## src/rtl/apb_reg_bank.sv

```systemverilog
// apb_reg_bank
// APB4 completer holding NUM_REGS registers of DATA bits each. It supports byte
// strobes, a fixed number of PREADY-low wait states in every access phase, and
// PSLVERR on a misaligned, out-of-range or read-only access. A hardware-side
// port can also load any register directly.
//
// Ports:
//   PCLK, PRESETn     clock (rising edge) and synchronous active-low reset
//   PSEL, PENABLE     APB select and access-phase flags
//   PWRITE            1 = write, 0 = read
//   PADDR             byte address; reg i lives at byte offset i*(DATA/8)
//   PWDATA, PSTRB     write data and per-byte write strobes
//   PRDATA            read data, non-zero only while PREADY is high
//   PREADY, PSLVERR   transfer completion and error flag
//   reg_q             all register contents; reg i at [i*DATA +: DATA]
//   reg_wr_pulse      one-cycle pulse per register after a successful APB write
//   hw_we, hw_wdata   per-register hardware load enable and data
module apb_reg_bank #(
   parameter int                     ADDR        = 32,
   parameter int                     DATA        = 32,
   parameter int                     NUM_REGS    = 8,
   parameter int                     WAIT_STATES = 0,
   parameter logic [NUM_REGS-1:0]    RO_MASK     = '0,
   parameter logic [DATA-1:0]        RST_VAL     = '0
) (
   input  logic                     PCLK,
   input  logic                     PRESETn,
   input  logic                     PSEL,
   input  logic                     PENABLE,
   input  logic                     PWRITE,
   input  logic [ADDR-1:0]          PADDR,
   input  logic [DATA-1:0]          PWDATA,
   input  logic [DATA/8-1:0]        PSTRB,
   output logic [DATA-1:0]          PRDATA,
   output logic                     PREADY,
   output logic                     PSLVERR,
   output logic [NUM_REGS*DATA-1:0] reg_q,
   output logic [NUM_REGS-1:0]      reg_wr_pulse,
   input  logic [NUM_REGS-1:0]      hw_we,
   input  logic [NUM_REGS*DATA-1:0] hw_wdata
);

   localparam int STRB = DATA / 8;
   localparam int OFS  = $clog2(STRB);

   typedef enum logic {IDLE, ACCESS} state_t;

   state_t              state, state_nxt;
   logic [3:0]          cnt, cnt_nxt;
   logic [DATA-1:0]     regs [NUM_REGS];
   logic [ADDR-1:0]     idx;
   logic [NUM_REGS-1:0] sel;
   logic                misaligned;
   logic                in_range;
   logic                ro_hit;
   logic                err;
   logic                commit;
   logic [DATA-1:0]     rd_mux;

   // The decode covers the full address width. Any upper address bit that is
   // set pushes the index out of range and flags an error instead of aliasing.
   assign idx        = PADDR >> OFS;
   assign misaligned = |(PADDR & ADDR'(STRB - 1));
   assign in_range   = idx < ADDR'(NUM_REGS);
   assign ro_hit     = |(sel & RO_MASK);
   assign err        = misaligned | ~in_range | (PWRITE & ro_hit);

   // One-hot select of the addressed register, used for read mux and commit.
   always_comb begin
      sel    = '0;
      rd_mux = '0;
      for (int i = 0; i < NUM_REGS; i++) begin
         if (idx == ADDR'(i)) begin
            sel[i] = 1'b1;
            rd_mux = regs[i];
         end
      end
   end

   // The transfer completes when the access phase has used up its wait count.
   assign PREADY  = (state == ACCESS) && (cnt == 4'd0);
   assign PSLVERR = PREADY & err;
   assign PRDATA  = (PREADY & ~err) ? rd_mux : '0;
   assign commit  = PREADY & PSEL & PENABLE & PWRITE & ~err;

   // State and wait-counter register. Reset drops any transfer in flight.
   always_ff @(posedge PCLK) begin
      if (!PRESETn) begin
         state <= IDLE;
         cnt   <= 4'd0;
      end else begin
         state <= state_nxt;
         cnt   <= cnt_nxt;
      end
   end

   // IDLE waits for a setup phase. ACCESS counts down the wait states and
   // returns to IDLE when the transfer completes or the requester drops PSEL.
   always_comb begin
      state_nxt = state;
      cnt_nxt   = cnt;
      case (state)
         IDLE: begin
            if (PSEL && !PENABLE) begin
               state_nxt = ACCESS;
               cnt_nxt   = 4'(WAIT_STATES);
            end
         end
         ACCESS: begin
            if (!PSEL) begin
               state_nxt = IDLE;
            end else if (cnt != 4'd0) begin
               cnt_nxt = cnt - 4'd1;
            end else begin
               state_nxt = IDLE;
            end
         end
         default: state_nxt = IDLE;
      endcase
   end

   // Register storage. The hardware load is applied first, and the strobed APB
   // bytes are assigned after it. When both hit the same register on the same
   // edge, the strobed bytes come from PWDATA and the rest from hw_wdata.
   always_ff @(posedge PCLK) begin
      if (!PRESETn) begin
         for (int i = 0; i < NUM_REGS; i++) begin
            regs[i] <= RST_VAL;
         end
         reg_wr_pulse <= '0;
      end else begin
         reg_wr_pulse <= '0;
         for (int i = 0; i < NUM_REGS; i++) begin
            if (hw_we[i]) begin
               regs[i] <= hw_wdata[i*DATA +: DATA];
            end
            if (commit && sel[i]) begin
               reg_wr_pulse[i] <= 1'b1;
               for (int b = 0; b < STRB; b++) begin
                  if (PSTRB[b]) begin
                     regs[i][b*8 +: 8] <= PWDATA[b*8 +: 8];
                  end
               end
            end
         end
      end
   end

   for (genvar g = 0; g < NUM_REGS; g++) begin : g_reg_q
      assign reg_q[g*DATA +: DATA] = regs[g];
   end

endmodule
```

## config.mk

```make
export PLATFORM = sky130hd
export DESIGN_NAME = apb_reg_bank
export DESIGN_NICKNAME = d
export VERILOG_FILES = /design/src/rtl/apb_reg_bank.sv
export SDC_FILE = /design/constraint.sdc
export NUM_CORES = 1
export LEC_CHECK = 0
export CORE_AREA = 2 2 247 249
export DETAILED_ROUTE_END_ITERATION = 10
export DIE_AREA = 0 0 249 251
export GPL_ROUTABILITY_DRIVEN = 0
export PLACE_DENSITY = 0.5
export SLEW_MARGIN = 20
export SYNTH_ARGS = -nofsm -noshare
export SYNTH_HDL_FRONTEND = slang
export SYNTH_SLANG_ARGS = --single-unit
```

## constraint.sdc

```tcl
create_clock -name PCLK -period 3.97 [get_ports PCLK]
set_input_delay 0.794 -clock PCLK [delete_from_list [all_inputs] [get_ports PCLK]]
set_output_delay 0.794 -clock PCLK [all_outputs]
set_load 0.1 [all_outputs]
```

==> flow_summary.yaml, run 1 <==
critical_path:
  end_kind: "output pin"
  cp-endpoint: "PRDATA[2]"
  cp.arrival_ns: 3.08
  reg2regPathDepth: 7
  r2r_start: "cnt[0]"
  cp_max_fo: 15
  crit_required_ns: 3.18
  rr_endpoint: "regs[0][10]"
  r2r_slack_ns: 1.12
  critPathLaunch: "PADDR[9]"
  critPathLaunchType: "input pin"
  worstSetupPathType: "input pin to output pin"
floorplan:
  start_util_pct: 26.4
  ios: 635
  core_um2: 59800
  dieArea_um2: 62500
  rows: 90
  die_w_um: 249
  fp.dieH_um: 251
power:
  combPwrFrac_pct: 32.3
  clkPwrFrac_pct: 32.6
  p_int_w: 0.00630
  vdd_drop_max_mv: 0.270
  p_seq_share_pct: 35.1
  powerDensity_nw_per_um2: 405
  p_leak_nw: 9.75
  p_sw_share_pct: 37.5
  p_switching_w: 0.00377
global_routing:
  grt.overflow.total: 0
  grt_pass1_wl_um: 111000
  antenna_found_initial: 12
  grt_pass1_vias: 14035
  grt_max_degree: 106
  track_usage_pct: 25.2
logic_synthesis:
  syn_area_um2: 15800
  synth_common_cells: "edfxtp_1 (256), and3_1 (193), mux2_2 (192), nand2_1 (122), mux2i_1 (85)"
  syn_inst: 1185
  ys.flop_type: "edfxtp_1"
  synth_warnings: 0
  synth_top_cells_by_area: "edfxtp_1 (49%), mux2_2 (14%), mux4_2 (9.1%)"
  yosys.area.top_type: "edfxtp_1"
  yosysMostFrequentCell: "edfxtp_1"
  synth_nets: 1523
  synth_edf_count: 256
  synth-async-reset-ratio_pct: 0
  ys_seq_area_share_pct: 50.3
  syn_area_per_cell_um2: 13.3
  synth.distinct_cells: 41
  ys_seq_elements: 269
  synth_top_area_share_pct: 48.6
timing:
  tightest_slew_ns: 1.11
  post-route-period-util_pct: 97.6
  period_minus_slack_ns: 3.88
  skew_ns: 0.0129
  relSlewSlack_pct: 26.1
  slew_violations: 0
  setup_viol: 0
  timing.fmax_mhz: 258
  hold_viol: 0
  holdWs_ns: 0.529
  setup_ws_ns: 0.0942
  rsz0062_at_grt: "no"
run:
  cap_violations: 0
clocking:
  hold_buffers: 0
  numCtsBuffers: 35
  postCtsSetupRepairBufs: 0
  clk_pin_slew_worst_paths_ns: 0.05
  cts_tree: "built"
  clk_latency_ns: 0.54
  cts_buffer_depth: 3
  htreeDepth: 2
  cts.root.buffer_cell: "clkbuf_16"
  cts.sinks: 269
routing:
  vias: 13525
  ant_nets: 0
  routed_wl_um: 80700
  via_per_inst: 5.13
  drc: 0
  wl_per_cell_um: 30.6
  drt-pass1-iter-count: 5
  drt_iter0_markers: 1119
run_status:
  outcome: "completed"
worst_hold_path:
  worstHoldPathType: "register to register"
placement:
  dp_hpwl_um: 61700
  dp_slack_ns: -0.119
  portBuffers: 634
final_layout:
  nets: 2162
  final_core_util_pct: 41.6
  final_layout_size_suffix_gt1_share_pct: 26.7
  area_growth_pct: 57.3
[flip-flops by register name, summed over array words and instances (netlist names)]
| name | flops |
|---|---|
| reg_wr_pulse | 8 |
| state | 1 |
| cnt | 4 |
| regs | 256 |
[placed cells by master (no fill, tap or decap), types with 7 or more instances in the layout]
| cell | instances |
|---|---|
| and3_1 | 193 |
| buf_12 | 40 |
| buf_2 | 7 |
| buf_4 | 58 |
| clkbuf_1 | 7 |
| clkbuf_16 | 37 |
| clkdlybuf4s50_1 | 590 |
| dfxtp_1 | 13 |
| edfxtp_1 | 256 |
| mux2_2 | 192 |
| mux2i_1 | 85 |
| mux4_2 | 64 |
| nand2_1 | 122 |
| nand2b_1 | 10 |
| nand3_2 | 12 |
| nand3_4 | 12 |
| nor2_1 | 7 |
| nor2_2 | 29 |
| nor2b_1 | 8 |
| nor3_1 | 8 |
| nor3_2 | 8 |
| nor4_4 | 8 |
| o22ai_1 | 13 |
[worst max-delay path, cell delays in order]
cell and delay, ns:
clkdlybuf4s50_1 0.41, nor4_2 0.29, buf_4 0.23, nand3_1 0.13
or4_4 0.56, buf_6 0.20, nor2_1 0.13, buf_4 0.12
buf_12 0.16
[power by group through the flow]
stage          combinational [W]  clock [W]  sequential (W)
4_1_cts                  0.00327    0.00336         0.00354
2_1_floorplan           0.000498          0         0.00515
5_1_grt                  0.00334    0.00347         0.00356
6_report                 0.00325    0.00329         0.00354
3_5_place_dp             0.00325          0         0.00359
3_3_place_gp             0.00325          0         0.00359
[cells by family (layout without fill, tap and decap cells)]
kind of cell | after synthesis | in the layout | share of synthesized area (%)
AND/OR/NAND/NOR | 458 | 458 | 18.0
buffers and inverters | 100 | 763 | 2.83
multiplexers | 341 | 341 | 28.2
other | 0 | 6 | 0
adder cells (fa/ha/maj) | 1 | 1 | 0.0791
AO/OA/AOI/OAI | 14 | 14 | 0.562
flip-flops | 269 | 269 | 50.3
XOR/XNOR | 2 | 2 | 0.111
[layout make-up]
type | instances | area [µm²]
multi-input combinational | 816 | 7560
clock inverter | 15 | 168
tap | 782 | 978
antenna | 6 | 15.0
inverter | 5 | 18.8
sequential | 269 | 7950
timing repair buffer | 697 | 7200
clock buffer | 46 | 980
fill | 5688 | 34900
[how the worst min path moves through the flow]
stage	start	to	depth (start not counted)
finish	cnt[3]	cnt[3]	2
global route	PRESETn	cnt[0]	2
CTS	cnt[3]	cnt[3]	2
detailed placement	cnt[3]	cnt[3]	2
global placement	cnt[3]	cnt[3]	2
floorplan	cnt[3]	cnt[3]	2
[through the flow]
step	power, W	area, µm²	std cells	TNS (ns)
after floorplan	0.00565	15800	1185	-11.52
after global placement	0.00684	23600	2569	-1.02
after detailed placement	0.00684	23600	2569	-2.43
after CTS	0.0102	24900	2630	0
after global routing	0.0104	24900	2632	0
final	0.0101	24900	2636	0
[metal layers]
metal	track usage [%]	wire length [µm]
met1	31.0	32300
met2	43.4	39800
met3	5.95	6040
met4	8.14	2460
met5	0	66
[timing repair]
| item | CTS | global route |
|---|---|---|
| setup endpoints to repair | 32 | 1 |
| resized for setup | 36 | 1 |
| cloned | 0 | 0 |
Power figures use the tool's default switching activity.
==> inputs of run 2 (changes only) <==
Settings changed: CELL_PAD_IN_SITES_DETAIL_PLACEMENT from default to 1, CELL_PAD_IN_SITES_GLOBAL_PLACEMENT from default to 1, CORE_AREA 2 2 247 249 to 2 2 246 248, DIE_AREA 0 0 249 251 to 0 0 248 250, PLACE_DENSITY 0.5 to 0.63.
Clock period 3.97 ns to 4.7 ns, I/O delays scaled along.
==> flow_summary.yaml, run 2 (synthesized netlist as in run 1, its figures left out) <==
power:
  p_switching_w: 0.00321
  powerDensity_nw_per_um2: 339
  p_seq_share_pct: 35.9
  p_leak_nw: 9.63
  clkPwrFrac_pct: 31.3
  p_int_w: 0.00512
  vdd_drop_max_mv: 0.184
  combPwrFrac_pct: 32.8
  p_sw_share_pct: 38.5
critical_path:
  cp_top_family: "simple AND/OR/NAND/NOR gates"
  critPathLaunchType: "input pin"
  worstPathCellList: "clkdlybuf4s50_1 -> nor4_1 -> nand4_2 -> or4_2 -> buf_4 -> nor2_1 -> buf_12"
  r2r_slack_ns: 1.65
  end_kind: "output pin"
  crit_buf_inv: 3
  slowest_delay_ns: 0.73
  cp_max_fo: 15
  worstSetupPathType: "input pin to output pin"
  cp.arrival_ns: 3.49
  crit_required_ns: 3.76
  crit_slowest_cell: "or4_2"
floorplan:
  start_util_pct: 26.5
  dieArea_um2: 62000
  ios: 635
  fp.dieH_um: 250
  core_um2: 59600
  rows: 90
  die_w_um: 248
timing:
  slew_violations: 0
  period_minus_slack_ns: 4.43
  relSlewSlack_pct: 25.3
  post-route-period-util_pct: 94.3
  setup_ws_ns: 0.266
  setup_viol: 0
  holdWs_ns: 0.561
  timing.fmax_mhz: 226
  hold_viol: 0
  tightest_slew_ns: 1.12
  skew_ns: 0.0122
  rsz0062_at_grt: "no"
  tns_ns: 0
clocking:
  ctsResizeCount: 0
  numCtsBuffers: 36
  cts.sinks: 269
  cts.root.buffer_cell: "clkbuf_16"
  postCtsSetupRepairBufs: 0
  clk_latency_ns: 0.54
  hold_buffers: 0
  cts_buffer_depth: 3
  htreeDepth: 2
  cts_tree: "built"
  clk_pin_slew_worst_paths_ns: 0.06
global_routing:
  grt_max_degree: 218
  grt_pass1_wl_um: 112000
  grt_pass1_vias: 14601
  grt.overflow.total: 0
  track_usage_pct: 25.4
  antenna_found_initial: 16
placement:
  dp_cells: 2556
  dp_slack_ns: 0.256
  portBuffers: 634
  dp_hpwl_um: 60900
routing:
  routed_wl_um: 80900
  via_per_inst: 5.12
  wl_per_cell_um: 30.8
  ant_nets: 0
  vias: 13473
  drt-pass1-iter-count: 5
  drc: 0
  drt_iter0_markers: 780
final_layout:
  final_common_cell: "clkdlybuf4s50_1"
  largest-register: "regs"
  final_layout_size_suffix_gt1_share_pct: 24.5
  largest_reg_flops: 256
  final_cells: 2629
  area_growth_pct: 55.5
  final_core_util_pct: 41.3
  reg.largest.list: "regs: 256 flops, reg_wr_pulse: 8 flops, cnt: 4 flops"
  nets: 2150
  final_cell_mix: "clkdlybuf4s50_1 (591), edfxtp_1 (256), and3_1 (193)"
run_status:
  outcome: "completed"
worst_hold_path:
  worstHoldPathType: "register to register"
run:
  cap_violations: 0
[run 2: cell types whose count changed in the layout (fill, tap and decap cells not counted), sizes merged]
cell / change
clkinv: +4
inv: +1
diode: +5
buf: -14
clkdlybuf4s50: +1
clkbuf: -5
clkinvlp: +4
bufinv: -3
[run 2: path summary, 6_finish.rpt]
path              from           to  cells after the start
max          PADDR[28]   PRDATA[11]                      7
min             cnt[3]       cnt[3]                      2
max reg2reg     cnt[0]  regs[1][91]                      7
min reg2reg     cnt[3]       cnt[3]                      2
[run 2: layout make-up]
class / count / area [µm²]
flip-flops and latches: 269 / 7950
clock buffers: 41 / 941
fillers: 6247 / 35000
multi-input cells: 816 / 7460
repair buffers: 684 / 7080
well taps: 782 / 978
inverters: 5 / 18.8
clock inverters: 21 / 134
diodes: 11 / 27.5
[run 2: worst register-to-register path: stages (launching register included)]
cell,delay (ns)
dfxtp_1,0.31
inv_1,0.09
ha_1,0.23
nand4bb_4,0.36
or4_1,0.81
nor3_2,0.16
buf_4,0.25
nand2b_1,0.47
[run 2: power by group through the flow]
stage                     Clock, W  Sequential (W)  Combinational, W
after floorplan                  0         0.00435          0.000420
after global placement           0         0.00303           0.00273
after detailed placement         0         0.00304           0.00274
after CTS                  0.00266         0.00299           0.00274
after global routing       0.00275         0.00301           0.00280
final                      0.00261         0.00299           0.00273
[run 2: routing by layer]
metal	wire length, µm	vias to the layer above	global-route usage, %
met5	70	-	0
met3	5840	121	6.03
li1	-	5868	-
met1	31400	6909	30.3
met2	41300	565	44.6
met4	2410	10	7.75
[run 2: metrics by stage]
stage	cell area (µm²)	power [W]
global placement	23500	0.00577
finish	24600	0.00833
CTS	24600	0.00840
global route	24600	0.00856
detailed placement	23500	0.00577
floorplan	15800	0.00477
==> inputs of run 3 (changes only) <==
Settings changed: CAP_MARGIN from default to 20, CORE_AREA 2 2 246 248 to 2 2 250 252, DIE_AREA 0 0 248 250 to 0 0 252 254, HOLD_SLACK_MARGIN from default to 0.02, PLACE_DENSITY 0.63 to 0.61.
==> flow_summary.yaml, run 3 (synthesized netlist as in run 1, its figures left out) <==
routing:
  drt-pass1-iter-count: 5
  ant_nets: 0
  via_per_inst: 5.11
  wl_met1_um: 32100
  routed_wl_um: 81300
  drt_iter0_markers: 845
  routed.top_layer: "met5"
  wl_met3_um: 5250
  vias: 13439
  wl_met2_um: 41500
  drc: 0
  wl_per_cell_um: 30.9
final_layout:
  final_common_cell: "clkdlybuf4s50_1"
  nets: 2143
  num-fill-cells: 6509
  final_layout_size_suffix_gt1_share_pct: 24.0
  reg.largest.list: "regs: 256 flops, reg_wr_pulse: 8 flops, cnt: 4 flops"
  largest_reg_flops: 256
  final_cell_mix: "clkdlybuf4s50_1 (591), edfxtp_1 (256), and3_1 (193)"
  final_cells: 2628
  area_growth_pct: 55.1
  largest-register: "regs"
placement:
  dp_cells: 2558
  portBuffers: 634
  dp_hpwl_um: 61500
global_routing:
  grt_max_degree: 94
  track_usage_pct: 24.6
  grt.overflow.total: 0
  grt_pass1_vias: 14560
  grt_pass1_wl_um: 112000
  antenna_found_initial: 14
timing:
  setup_viol: 0
  post-route-period-util_pct: 92.0
  tns_ns: 0
  timing.fmax_mhz: 231
  holdWs_ns: 0.558
  relSlewSlack_pct: 24.3
  hold_viol: 0
  tightest_slew_ns: 1.13
  rsz0062_at_grt: "no"
  skew_ns: 0.0148
  slew_violations: 0
  period_minus_slack_ns: 4.33
clocking:
  ctsResizeCount: 0
  htreeDepth: 2
  postCtsSetupRepairBufs: 0
  numCtsBuffers: 35
  cts_tree: "built"
  cts_buffer_depth: 3
  cts.sinks: 269
  hold_buffers: 0
  cts.root.buffer_cell: "clkbuf_16"
  clk_latency_ns: 0.54
  clk_pin_slew_worst_paths_ns: 0.06
power:
  powerDensity_nw_per_um2: 339
  p_sw_share_pct: 38.4
  p_seq_share_pct: 36.1
  combPwrFrac_pct: 32.7
  clkPwrFrac_pct: 31.2
  p_int_w: 0.00512
  vdd_drop_max_mv: 0.196
  p_switching_w: 0.00319
  p_leak_nw: 9.59
floorplan:
  die_w_um: 252
  dieArea_um2: 64000
  fp.dieH_um: 254
  core_um2: 61300
  rows: 91
  ios: 635
  start_util_pct: 25.8
critical_path:
  end_kind: "output pin"
  crit_slowest_cell: "or4_2"
  crit_required_ns: 3.76
  cp_top_family: "simple AND/OR/NAND/NOR gates"
  cp.arrival_ns: 3.39
  critPathLaunchType: "input pin"
  crit_buf_inv: 4
  worstPathCellList: "clkdlybuf4s50_1 -> nor4_2 -> buf_4 -> nand3_1 -> or4_2 -> buf_4 -> nor2_1 -> buf_12"
  cpMostUsedCell: "buf_4"
  slowest_delay_ns: 0.64
  cp_max_fo: 19
  worstSetupPathType: "input pin to output pin"
run:
  cap_violations: 0
worst_hold_path:
  worstHoldPathType: "register to register"
run_status:
  outcome: "completed"
## run 3: path summary, 6_finish.rpt
path	from	cells after the start	endpoint	slack (ns)
worst max-delay path	PADDR[19]	8	PRDATA[21]	0.37
worst min-delay path	cnt[3]	2	cnt[3]	0.56
worst max register to register	cnt[0]	6	regs[1][18]	1.64
worst min register to register	cnt[3]	2	cnt[3]	0.56
## run 3: cell type report
type	instances	area, µm²	area share, %
sequential	269	7950	32.4
multi-input combinational	816	7460	30.4
tap	790	988	4.03
clock inverter	21	128	0.520
timing repair buffer	678	7010	28.6
clock buffer	42	945	3.85
antenna	7	17.5	0.0714
inverter	5	18.8	0.0765
## run 3: worst register-to-register path, cell delays in order, from the launching register on
cell and delay [ns]:
dfxtp_1 0.31, inv_1 0.09, ha_1 0.25, nand4bb_4 0.36, nor4_4 0.73, nand3_2 0.43, nand2_1 0.53
## run 3: routing by layer
metal	global-route usage, %	up-vias
met5	0	-
li1	-	5849
met3	5.31	131
met1	29.5	6919
met2	43.7	526
met4	8.08	14
## run 3: power groups by stage
stage | registers (W) | logic, W | clock network [W]
after detailed placement | 0.00304 | 0.00273 | 0
after global routing | 0.00301 | 0.00279 | 0.00272
after CTS | 0.00300 | 0.00274 | 0.00265
final | 0.00300 | 0.00272 | 0.00259
after floorplan | 0.00435 | 0.000420 | 0
after global placement | 0.00304 | 0.00272 | 0
## run 3: per-stage QoR
stage	total power [W]	utilization (%)	cell area, µm²	worst slack [ns]
detailed placement	0.00577	38.2	23400	0.339
global route	0.00853	40.0	24500	0.218
finish	0.00831	40.0	24500	0.374
global placement	0.00576	38.2	23400	0.374
floorplan	0.00477	-	15800	0.0539
CTS	0.00838	40.0	24500	0.314
